$ cat src/rtl/decode_queue.sv
// Buffered RV32I decode stage: DEPTH-entry instruction FIFO feeding a registered decode slot.
// Optional macro DECODE_RV32M_EN enables decoding of the RV32M multiply/divide group.
module decode_queue #(
    parameter int DEPTH = 4,
    parameter int PC_W  = 32
) (
    input  logic            clk,
    input  logic            rst,
    input  logic            in_valid,
    output logic            in_ready,
    input  logic [PC_W-1:0] in_pc,
    input  logic [31:0]     in_ir,
    input  logic            flush,
    output logic            out_valid,
    input  logic            out_ready,
    output logic [PC_W-1:0] out_pc,
    output logic [4:0]      srcreg1_num,
    output logic [4:0]      srcreg2_num,
    output logic [4:0]      dstreg_num,
    output logic [31:0]     imm,
    output logic [5:0]      alucode,
    output logic [1:0]      aluop1_type,
    output logic [1:0]      aluop2_type,
    output logic            reg_we,
    output logic            is_load,
    output logic            is_store,
    output logic            is_halt,
    output logic            illegal,
    output logic            halted
);
    localparam int AW = $clog2(DEPTH);
    localparam logic [AW:0] FULL = DEPTH[AW:0];

    localparam logic [5:0] ALU_LUI  = 6'd0,  ALU_JAL  = 6'd1,  ALU_JALR = 6'd2,  ALU_BEQ  = 6'd3;
    localparam logic [5:0] ALU_BNE  = 6'd4,  ALU_BLT  = 6'd5,  ALU_BGE  = 6'd6,  ALU_BLTU = 6'd7;
    localparam logic [5:0] ALU_BGEU = 6'd8,  ALU_LB   = 6'd9,  ALU_LH   = 6'd10, ALU_LW   = 6'd11;
    localparam logic [5:0] ALU_LBU  = 6'd12, ALU_LHU  = 6'd13, ALU_SB   = 6'd14, ALU_SH   = 6'd15;
    localparam logic [5:0] ALU_SW   = 6'd16, ALU_ADD  = 6'd17, ALU_SUB  = 6'd18, ALU_XOR  = 6'd19;
    localparam logic [5:0] ALU_OR   = 6'd20, ALU_AND  = 6'd21, ALU_SLL  = 6'd22, ALU_SRL  = 6'd23;
    localparam logic [5:0] ALU_SRA  = 6'd24, ALU_SLT  = 6'd25, ALU_SLTU = 6'd26, ALU_NOP  = 6'd63;
`ifdef DECODE_RV32M_EN
    localparam logic [5:0] ALU_MUL  = 6'd27, ALU_MULH = 6'd28, ALU_MULHSU = 6'd29, ALU_MULHU = 6'd30;
    localparam logic [5:0] ALU_DIV  = 6'd31, ALU_DIVU = 6'd32, ALU_REM    = 6'd33, ALU_REMU  = 6'd34;
`endif
    localparam logic [1:0] OP_TYPE_NONE = 2'd0, OP_TYPE_REG = 2'd1, OP_TYPE_IMM = 2'd2, OP_TYPE_PC = 2'd3;

    localparam logic [6:0] OPC_OP     = 7'b0110011, OPC_OPIMM = 7'b0010011, OPC_LUI  = 7'b0110111;
    localparam logic [6:0] OPC_AUIPC  = 7'b0010111, OPC_JAL   = 7'b1101111, OPC_JALR = 7'b1100111;
    localparam logic [6:0] OPC_BRANCH = 7'b1100011, OPC_LOAD  = 7'b0000011, OPC_STORE = 7'b0100011;
    localparam logic [6:0] OPC_SYSTEM = 7'b1110011;

    typedef struct packed {
        logic [4:0]  rs1;
        logic [4:0]  rs2;
        logic [4:0]  rd;
        logic [31:0] imm;
        logic [5:0]  alu;
        logic [1:0]  t1;
        logic [1:0]  t2;
        logic        we;
        logic        ld;
        logic        st;
        logic        halt;
        logic        ill;
    } dec_t;

    logic [PC_W-1:0] pc_mem_q [DEPTH];
    logic [31:0]     ir_mem_q [DEPTH];
    logic [AW-1:0]   wr_ptr_q, rd_ptr_q;
    logic [AW:0]     count_q;
    logic            out_valid_q, halted_q;
    logic [PC_W-1:0] pc_q;
    dec_t            slot_q, dec_d;

    logic            push, pop;
    logic [31:0]     head_ir;
    logic [PC_W-1:0] head_pc;
    logic [6:0]      opc;
    logic [2:0]      f3;
    logic [6:0]      f7;
    logic [4:0]      rs1, rs2, rd;
    logic [31:0]     imm_i, imm_s, imm_b, imm_u, imm_j;
    logic            we_c, ill_c;

    assign in_ready = (count_q != FULL);
    // No bypass when full: a pop in the same cycle does not open a slot for the push.
    assign push = in_valid && in_ready && !flush;
    assign pop  = (count_q != '0) && !halted_q && (!out_valid_q || out_ready) && !flush;

    assign head_ir = ir_mem_q[rd_ptr_q];
    assign head_pc = pc_mem_q[rd_ptr_q];
    assign opc = head_ir[6:0];
    assign f3  = head_ir[14:12];
    assign f7  = head_ir[31:25];
    assign rd  = head_ir[11:7];
    assign rs1 = head_ir[19:15];
    assign rs2 = head_ir[24:20];
    assign imm_i = {{20{head_ir[31]}}, head_ir[31:20]};
    assign imm_s = {{20{head_ir[31]}}, head_ir[31:25], head_ir[11:7]};
    assign imm_b = {{19{head_ir[31]}}, head_ir[31], head_ir[7], head_ir[30:25], head_ir[11:8], 1'b0};
    assign imm_u = {head_ir[31:12], 12'b0};
    assign imm_j = {{11{head_ir[31]}}, head_ir[31], head_ir[19:12], head_ir[20], head_ir[30:21], 1'b0};

    always_comb begin
        dec_d = '0;
        we_c  = 1'b0;
        ill_c = 1'b0;
        case (opc)
            OPC_OP: begin
                dec_d.rs1 = rs1; dec_d.rs2 = rs2; dec_d.rd = rd;
                dec_d.t1 = OP_TYPE_REG; dec_d.t2 = OP_TYPE_REG; we_c = 1'b1;
                case (f7)
                    7'b0000000: begin
                        case (f3)
                            3'b000:  dec_d.alu = ALU_ADD;
                            3'b001:  dec_d.alu = ALU_SLL;
                            3'b010:  dec_d.alu = ALU_SLT;
                            3'b011:  dec_d.alu = ALU_SLTU;
                            3'b100:  dec_d.alu = ALU_XOR;
                            3'b101:  dec_d.alu = ALU_SRL;
                            3'b110:  dec_d.alu = ALU_OR;
                            default: dec_d.alu = ALU_AND;
                        endcase
                    end
                    7'b0100000: begin
                        if (f3 == 3'b000)      dec_d.alu = ALU_SUB;
                        else if (f3 == 3'b101) dec_d.alu = ALU_SRA;
                        else                   ill_c = 1'b1;
                    end
`ifdef DECODE_RV32M_EN
                    7'b0000001: begin
                        case (f3)
                            3'b000:  dec_d.alu = ALU_MUL;
                            3'b001:  dec_d.alu = ALU_MULH;
                            3'b010:  dec_d.alu = ALU_MULHSU;
                            3'b011:  dec_d.alu = ALU_MULHU;
                            3'b100:  dec_d.alu = ALU_DIV;
                            3'b101:  dec_d.alu = ALU_DIVU;
                            3'b110:  dec_d.alu = ALU_REM;
                            default: dec_d.alu = ALU_REMU;
                        endcase
                    end
`endif
                    default: ill_c = 1'b1;
                endcase
            end
            OPC_OPIMM: begin
                dec_d.rs1 = rs1; dec_d.rd = rd; dec_d.imm = imm_i;
                dec_d.t1 = OP_TYPE_REG; dec_d.t2 = OP_TYPE_IMM; we_c = 1'b1;
                // Shift immediates keep funct7 in imm, so SRAI by 1 reads as 1025.
                case (f3)
                    3'b000: dec_d.alu = ALU_ADD;
                    3'b010: dec_d.alu = ALU_SLT;
                    3'b011: dec_d.alu = ALU_SLTU;
                    3'b100: dec_d.alu = ALU_XOR;
                    3'b110: dec_d.alu = ALU_OR;
                    3'b111: dec_d.alu = ALU_AND;
                    3'b001: begin
                        if (f7 == 7'b0000000) dec_d.alu = ALU_SLL;
                        else                  ill_c = 1'b1;
                    end
                    default: begin
                        if (f7 == 7'b0000000)      dec_d.alu = ALU_SRL;
                        else if (f7 == 7'b0100000) dec_d.alu = ALU_SRA;
                        else                       ill_c = 1'b1;
                    end
                endcase
            end
            OPC_LUI: begin
                dec_d.rd = rd; dec_d.imm = imm_u; dec_d.alu = ALU_LUI;
                dec_d.t1 = OP_TYPE_NONE; dec_d.t2 = OP_TYPE_IMM; we_c = 1'b1;
            end
            OPC_AUIPC: begin
                dec_d.rd = rd; dec_d.imm = imm_u; dec_d.alu = ALU_ADD;
                dec_d.t1 = OP_TYPE_IMM; dec_d.t2 = OP_TYPE_PC; we_c = 1'b1;
            end
            OPC_JAL: begin
                dec_d.rd = rd; dec_d.imm = imm_j; dec_d.alu = ALU_JAL;
                dec_d.t1 = OP_TYPE_NONE; dec_d.t2 = OP_TYPE_PC; we_c = 1'b1;
            end
            OPC_JALR: begin
                dec_d.rs1 = rs1; dec_d.rd = rd; dec_d.imm = imm_i; dec_d.alu = ALU_JALR;
                dec_d.t1 = OP_TYPE_REG; dec_d.t2 = OP_TYPE_PC; we_c = 1'b1;
                ill_c = (f3 != 3'b000);
            end
            OPC_BRANCH: begin
                dec_d.rs1 = rs1; dec_d.rs2 = rs2; dec_d.imm = imm_b;
                dec_d.t1 = OP_TYPE_REG; dec_d.t2 = OP_TYPE_REG;
                case (f3)
                    3'b000:  dec_d.alu = ALU_BEQ;
                    3'b001:  dec_d.alu = ALU_BNE;
                    3'b100:  dec_d.alu = ALU_BLT;
                    3'b101:  dec_d.alu = ALU_BGE;
                    3'b110:  dec_d.alu = ALU_BLTU;
                    3'b111:  dec_d.alu = ALU_BGEU;
                    default: ill_c = 1'b1;
                endcase
            end
            OPC_LOAD: begin
                dec_d.rs1 = rs1; dec_d.rd = rd; dec_d.imm = imm_i; dec_d.ld = 1'b1;
                dec_d.t1 = OP_TYPE_REG; dec_d.t2 = OP_TYPE_IMM; we_c = 1'b1;
                case (f3)
                    3'b000:  dec_d.alu = ALU_LB;
                    3'b001:  dec_d.alu = ALU_LH;
                    3'b010:  dec_d.alu = ALU_LW;
                    3'b100:  dec_d.alu = ALU_LBU;
                    3'b101:  dec_d.alu = ALU_LHU;
                    default: ill_c = 1'b1;
                endcase
            end
            OPC_STORE: begin
                dec_d.rs1 = rs1; dec_d.rs2 = rs2; dec_d.imm = imm_s; dec_d.st = 1'b1;
                dec_d.t1 = OP_TYPE_REG; dec_d.t2 = OP_TYPE_IMM;
                case (f3)
                    3'b000:  dec_d.alu = ALU_SB;
                    3'b001:  dec_d.alu = ALU_SH;
                    3'b010:  dec_d.alu = ALU_SW;
                    default: ill_c = 1'b1;
                endcase
            end
            OPC_SYSTEM: begin
                dec_d.halt = 1'b1;
                dec_d.alu  = ALU_NOP;
            end
            default: ill_c = 1'b1;
        endcase
        dec_d.we = we_c && (rd != 5'd0);
        if (ill_c) begin
            dec_d     = '0;
            dec_d.ill = 1'b1;
            dec_d.alu = ALU_NOP;
        end
    end

    always_ff @(posedge clk) begin
        if (push) begin
            pc_mem_q[wr_ptr_q] <= in_pc;
            ir_mem_q[wr_ptr_q] <= in_ir;
        end
    end

    always_ff @(posedge clk) begin
        if (rst) begin
            wr_ptr_q    <= '0;
            rd_ptr_q    <= '0;
            count_q     <= '0;
            out_valid_q <= 1'b0;
            halted_q    <= 1'b0;
            pc_q        <= '0;
            slot_q      <= '0;
        end else if (flush) begin
            wr_ptr_q    <= '0;
            rd_ptr_q    <= '0;
            count_q     <= '0;
            out_valid_q <= 1'b0;
        end else begin
            if (push) wr_ptr_q <= wr_ptr_q + 1'b1;
            if (pop)  rd_ptr_q <= rd_ptr_q + 1'b1;
            case ({push, pop})
                2'b10:   count_q <= count_q + 1'b1;
                2'b01:   count_q <= count_q - 1'b1;
                default: count_q <= count_q;
            endcase
            if (pop) begin
                out_valid_q <= 1'b1;
                slot_q      <= dec_d;
                pc_q        <= head_pc;
                if (dec_d.halt) halted_q <= 1'b1;
            end else if (out_ready) begin
                out_valid_q <= 1'b0;
            end
        end
    end

    assign out_valid   = out_valid_q;
    assign halted      = halted_q;
    assign out_pc      = pc_q;
    assign srcreg1_num = slot_q.rs1;
    assign srcreg2_num = slot_q.rs2;
    assign dstreg_num  = slot_q.rd;
    assign imm         = slot_q.imm;
    assign alucode     = slot_q.alu;
    assign aluop1_type = slot_q.t1;
    assign aluop2_type = slot_q.t2;
    assign reg_we      = slot_q.we;
    assign is_load     = slot_q.ld;
    assign is_store    = slot_q.st;
    assign is_halt     = slot_q.halt;
    assign illegal     = slot_q.ill;
endmodule
$ cat config.mk
export PLATFORM = sky130hd
export DESIGN_NAME = decode_queue
export DESIGN_NICKNAME = d
export VERILOG_FILES = /design/src/rtl/decode_queue.sv
export SDC_FILE = /design/constraint.sdc
export NUM_CORES = 1
export LEC_CHECK = 0
export ABC_CLOCK_PERIOD_IN_PS = 5400
export CAP_MARGIN = 20
export CORE_ASPECT_RATIO = 0.75
export CORE_MARGIN = 2
export CORE_UTILIZATION = 40
export CTS_BUF_LIST = sky130_fd_sc_hd__clkbuf_2 sky130_fd_sc_hd__clkbuf_4 sky130_fd_sc_hd__clkbuf_8
export DETAILED_ROUTE_END_ITERATION = 7
export PLACE_DENSITY = 0.68
export SLEW_MARGIN = 10
export SYNTH_ARGS = -nofsm -noshare
export SYNTH_HDL_FRONTEND = slang
export SYNTH_SLANG_ARGS = --single-unit
$ cat constraint.sdc
create_clock -name clk -period 5.4 [get_ports clk]
set_input_delay 1.08 -clock clk [delete_from_list [all_inputs] [get_ports clk]]
set_output_delay 1.08 -clock clk [all_outputs]
set_load 0.02 [all_outputs]
After elaboration in Yosys (flattened, before gate mapping). Memories as Yosys holds them, arrays and structs flattened. A register that Yosys moved wholly into a read port is not among the register bits. Cells that the tools add are included.

Register bits after elaboration: 71. Bits in writable memories: 256. Bits of input ports: 69. Output and inout bits: 97. Word-level logic and storage cells: 117. Memories: 2.

Memories: ir_mem_q (words 4, width 32, rd ports 1, clocked after memory_dff 1, wr ports 1, RTL line 68) `logic [31:0] ir_mem_q [DEPTH];`; pc_mem_q (words 4, width 32, rd ports 1, clocked after memory_dff 1, wr ports 1, RTL line 67) `logic [PC_W-1:0] pc_mem_q [DEPTH];`.

Add/sub/neg operators: 4. Equality and inequality tests: 21. Multiplexer cells: 40. Bitwise logic cells: 1. Reduce and logical (&&, ||, !) cells: 32.

Operators with widths (count): $pmux 32 s5 (1); $mux 62 (1); $pmux 6 s9 (1); $pmux 4 s6 (2); $mux 5 (8); $pmux 5 s7 (1); $eq 7x6->1 const B (4); $eq 7x7->1 const B (4); $pmux 4 s7 (1); $pmux 4 s5 (1); $reduce_or 6->1 (3); $mux 1 (16); $pmux 5 s3 (1); $eq 7x5->1 const B (2); $eq 3x3->1 const B (4); $reduce_or 3->1 (4); $pmux 5 s2 (1); $eq 7x2->1 const B (1); $logic_not 7->1 (1); $pmux 1 s7 (1); $reduce_or 7->1 (1); $eq 3x2->1 const B (2); $logic_and 1x1->1 (6); $pmux 3 s2 (1); 21 further kinds (30).

Logic depth before layout (Yosys ltp).
Depth after elaboration: 7. Mapped depth: 13. Mapped depth without buffers: 11.

Worst setup path before layout. OpenSTA, ideal clock, no wires.

Path type: input to register. Start point: input flush. End point: register count_q[2]. Data arrival time: 3633 ps. Data required time: 5330 ps. Setup slack: 1697 ps. Stages: 11. Cells stage by stage: or4_1 > clkbuf_1 > inv_1 > clkbuf_1 > clkbuf_1 > ha_1 > inv_1 > fa_1 > xor2_1 > or3_1 > a21oi_1.

Word-level cells in the longest chain between the ends: 4. Elaborated cells between the ends (all ways): 8.

Ends and longest elaborated chain: start, declared (RTL line 13) `input logic flush,`; $logic_not 1->1 * (RTL line 88) `assign pop = (count_q != '0) && !halted_q && (!out_valid_q || out_ready) && !flush;`; $logic_and 1x1->1 * (RTL line 88); net pop (RTL line 75) `logic push, pop;`; $eq 2x1->1 or $eq 2x2->1 (tied branches) (RTL line 259) `case ({push, pop})`; $pmux 3 s2 or $reduce_bool 2->1 (tied branches); end signal, assigned (RTL line 260) `2'b10: count_q <= count_q + 1'b1;`; end signal, assigned (RTL line 261) `2'b01: count_q <= count_q - 1'b1;`; end signal, assigned (RTL line 262) `default: count_q <= count_q;`; end, declared (RTL line 70) `logic [AW:0] count_q;`.

Mark *: on every way through the listed nets, which the timed path passes. The rest lies on a longest branch. A chain may end at the register's enable or synchronous reset.

==> metrics <==
status completed; Clk pwr share 0.396; RSZ-0062 raised after global routing false; Initial Util 0.409; final setup vio count 0; Max Clk Rate 274 MHz; 1st-pass router iterations 5; clk sinks 361; leakage power 5.38 nW; Critical Path Source Type flip-flop; WP data arrival 4.15 ns; IO Count 166; Layout fillers 2814; cell taking the most area after synthesis edfxtp_1; Root Buffer clkbuf_8; top cell family by delay on the critical path simple AND/OR/NAND/NOR gates; Slew @ Worst Pin 1.06 ns; largest net degree at the start of global routing 65; CP Max Fanout 18; Critical Path RT 5.90 ns; max-cap violations 0; final non-filler cell area 17000 µm²; Detailed Place HPWL 21.4 mm; Rows 58; pwr dens 321 nW/µm²; number of synthesized flops with an enable pin 256; Synth-to-Final Area Change 23.1%; first-pass GRT wire length 49.7 mm; Starting DRT DRC Count 765; clock-pin slew on the worst setup and hold paths 0.06 ns; Register Area 9790 µm²; hold-fix buffers at CTS 0; ys async rst share 0; synthesized instance count 891; Crit. End Element flip-flop; Die Height 165 µm; sequential fraction of the synthesis area 0.709; Synth area leaders edfxtp_1 56%, dfxtp_1 15%, mux4_2 9.6%; ys flop type edfxtp_1; Synth top area share 0.557; vias per std cell 5.34; switching share of power 0.212; sequential fraction of design power 0.554; clock latency on the worst-skew pair 0.58 ns; clk buf depth 3; layout cell share with drive strength beyond 1 0.172; synthesized net count 966; Peak supply drop 0.139 mV; combinational power share 0.050; post-route antenna net violation count 0; type of the worst setup path reg -> reg; Routed WL per cell 21.0 µm; syn avg cell area 15.5 µm²; worst-path cell chain buf_4 > nand4b_1 > a41o_1 > nor3_1 > or3_1 > and2_1 > a21oi_1 > o21ai_1; Multi-input gate area 3740 µm²; worst rel slew slack 0.291; HP Class reg -> reg; DIE WIDTH 219 µm; critical path's largest stage delay 0.95 ns; Slew Limit Fails 0; Int Pwr 0.00430 W; Residual DRC 0; mapped cell area 13800 µm²; CTS tree done; crit path time final 3.65 ns; Post-CTS Resized 0; crit path buf inv count 1; Final Hold Viols 0; Core ar. 33700 µm²; Yosys Warn Count 0; final worst-path cycle share 0.676; TritonCTS Buffers 54; final wirelength 32.8 mm; die area 36100 µm²; switching power 0.00116 W; dpl cell area 15900 µm²; Seq cells post-synth 361; htree depth 2; Worst path slowest cell dfxtp_1; number of global-route vias before repair 8478; global-route usage over all layers 0.183; PortBufs 165; via count 8362; setup bufs post-CTS 0; Synth cell types 68; total congestion overflow 0; antenna violations before repair 3; setup_tns 0 ns; RD Place Congestion 0.872; skew final 0.0229 ns; Final Net Count 1146
[flip-flops by register name (all words and copies together), names as in the netlist, named ones only]
name and count:
ir_mem_q 128, pc_mem_q 128, imm 32, out_pc 32
alucode 6, dstreg_num 5, srcreg1_num 5, srcreg2_num 5
count_q 3, aluop1_type 2, aluop2_type 2, rd_ptr_q 2
wr_ptr_q 2, halted 1, illegal 1, is_halt 1
is_load 1, is_store 1, out_valid 1, reg_we 1
[placed cells by master (no fill, tap or decap), types with 5 or more instances in the layout]
master / count
edfxtp_1: 256
o21ai_1: 10
nand4_1: 5
nor2_1: 29
nor3_1: 9
dfxtp_1: 102
clkbuf_4: 30
inv_1: 11
o21ai_0: 29
or3_1: 5
nand2b_1: 7
ha_1: 5
clkinv_1: 6
buf_4: 14
nand2_1: 110
clkdlybuf4s50_1: 164
a21oi_1: 69
xor2_1: 5
clkbuf_8: 57
a22o_1: 5
nand3_1: 8
mux4_2: 59
a22oi_1: 6
a32o_1: 22
[per-stage QoR]
step	utilization	total power (W)	std cells	setup slack, ns	hold WS (ns)
after floorplan	-	0.00322	891	1.70	0.469
after global placement	0.471	0.00335	1463	1.32	0.444
after detailed placement	0.472	0.00336	1465	1.35	0.447
after CTS	0.504	0.00551	1563	1.76	0.455
after global routing	0.504	0.00566	1563	1.44	0.472
final	0.504	0.00546	1565	1.75	0.453
[cells in the mapped netlist (all sizes together) (6+ instances only)]
library cell,number
mux4,62
clkbuf,38
and2,6
o21ai,39
nand3,8
a22oi,6
dfxtp,105
nor3,10
nand2,111
edfxtp,256
nand2b,7
a21oi,69
nor2,31
inv,12
buf,19
a32o,22
[area by class of cell]
type	instances	share of cell area
diodes	2	0.000294
clock buffers	87	0.0594
clock inverters	11	0.00309
inverters	12	0.00265
multi-input cells	461	0.220
flip-flops and latches	361	0.576
well taps	450	0.0331
repair buffers	181	0.105
[worst min-delay path, stage by stage, from the launching register on]
cell	delay [ns]
dfxtp_1	0.30
nand2_1	0.05
a21oi_1	0.05
[logic make-up after synthesis]
family          after synthesis  share of synthesized area
flops                       361                      0.709
simple gates                211                     0.0743
compound gates              173                     0.0815
buf+inv                      69                     0.0216
mux                          64                      0.103
xor+xnor                      7                    0.00444
fa+ha+maj                     6                    0.00598
[power by group through the flow]
stage	clock, W	sequential [W]	combinational, W
3_3_place_gp	0	0.00308	0.000266
5_1_grt	0.00234	0.00303	0.000295
6_report	0.00216	0.00302	0.000273
2_1_floorplan	0	0.00309	0.000128
3_5_place_dp	0	0.00308	0.000273
4_1_cts	0.00222	0.00302	0.000274
[worst paths after layout]
check	startpoint	slack [ns]	end	cells past startpoint
max	flip-flop	1.75	imm[28]	8
min	out_pc[21]	0.45	out_pc[21]	2
max reg2reg	flip-flop	1.75	imm[28]	8
min reg2reg	out_pc[21]	0.45	out_pc[21]	2
[routing by layer]
layer	track usage	vias to the layer above	wire, µm
li1	-	3811	-
met1	0.255	4214	14600
met2	0.285	282	15000
met3	0.0486	53	2540
met4	0.0507	2	620
met5	0	-	10
(Power assumes the default switching activity.)
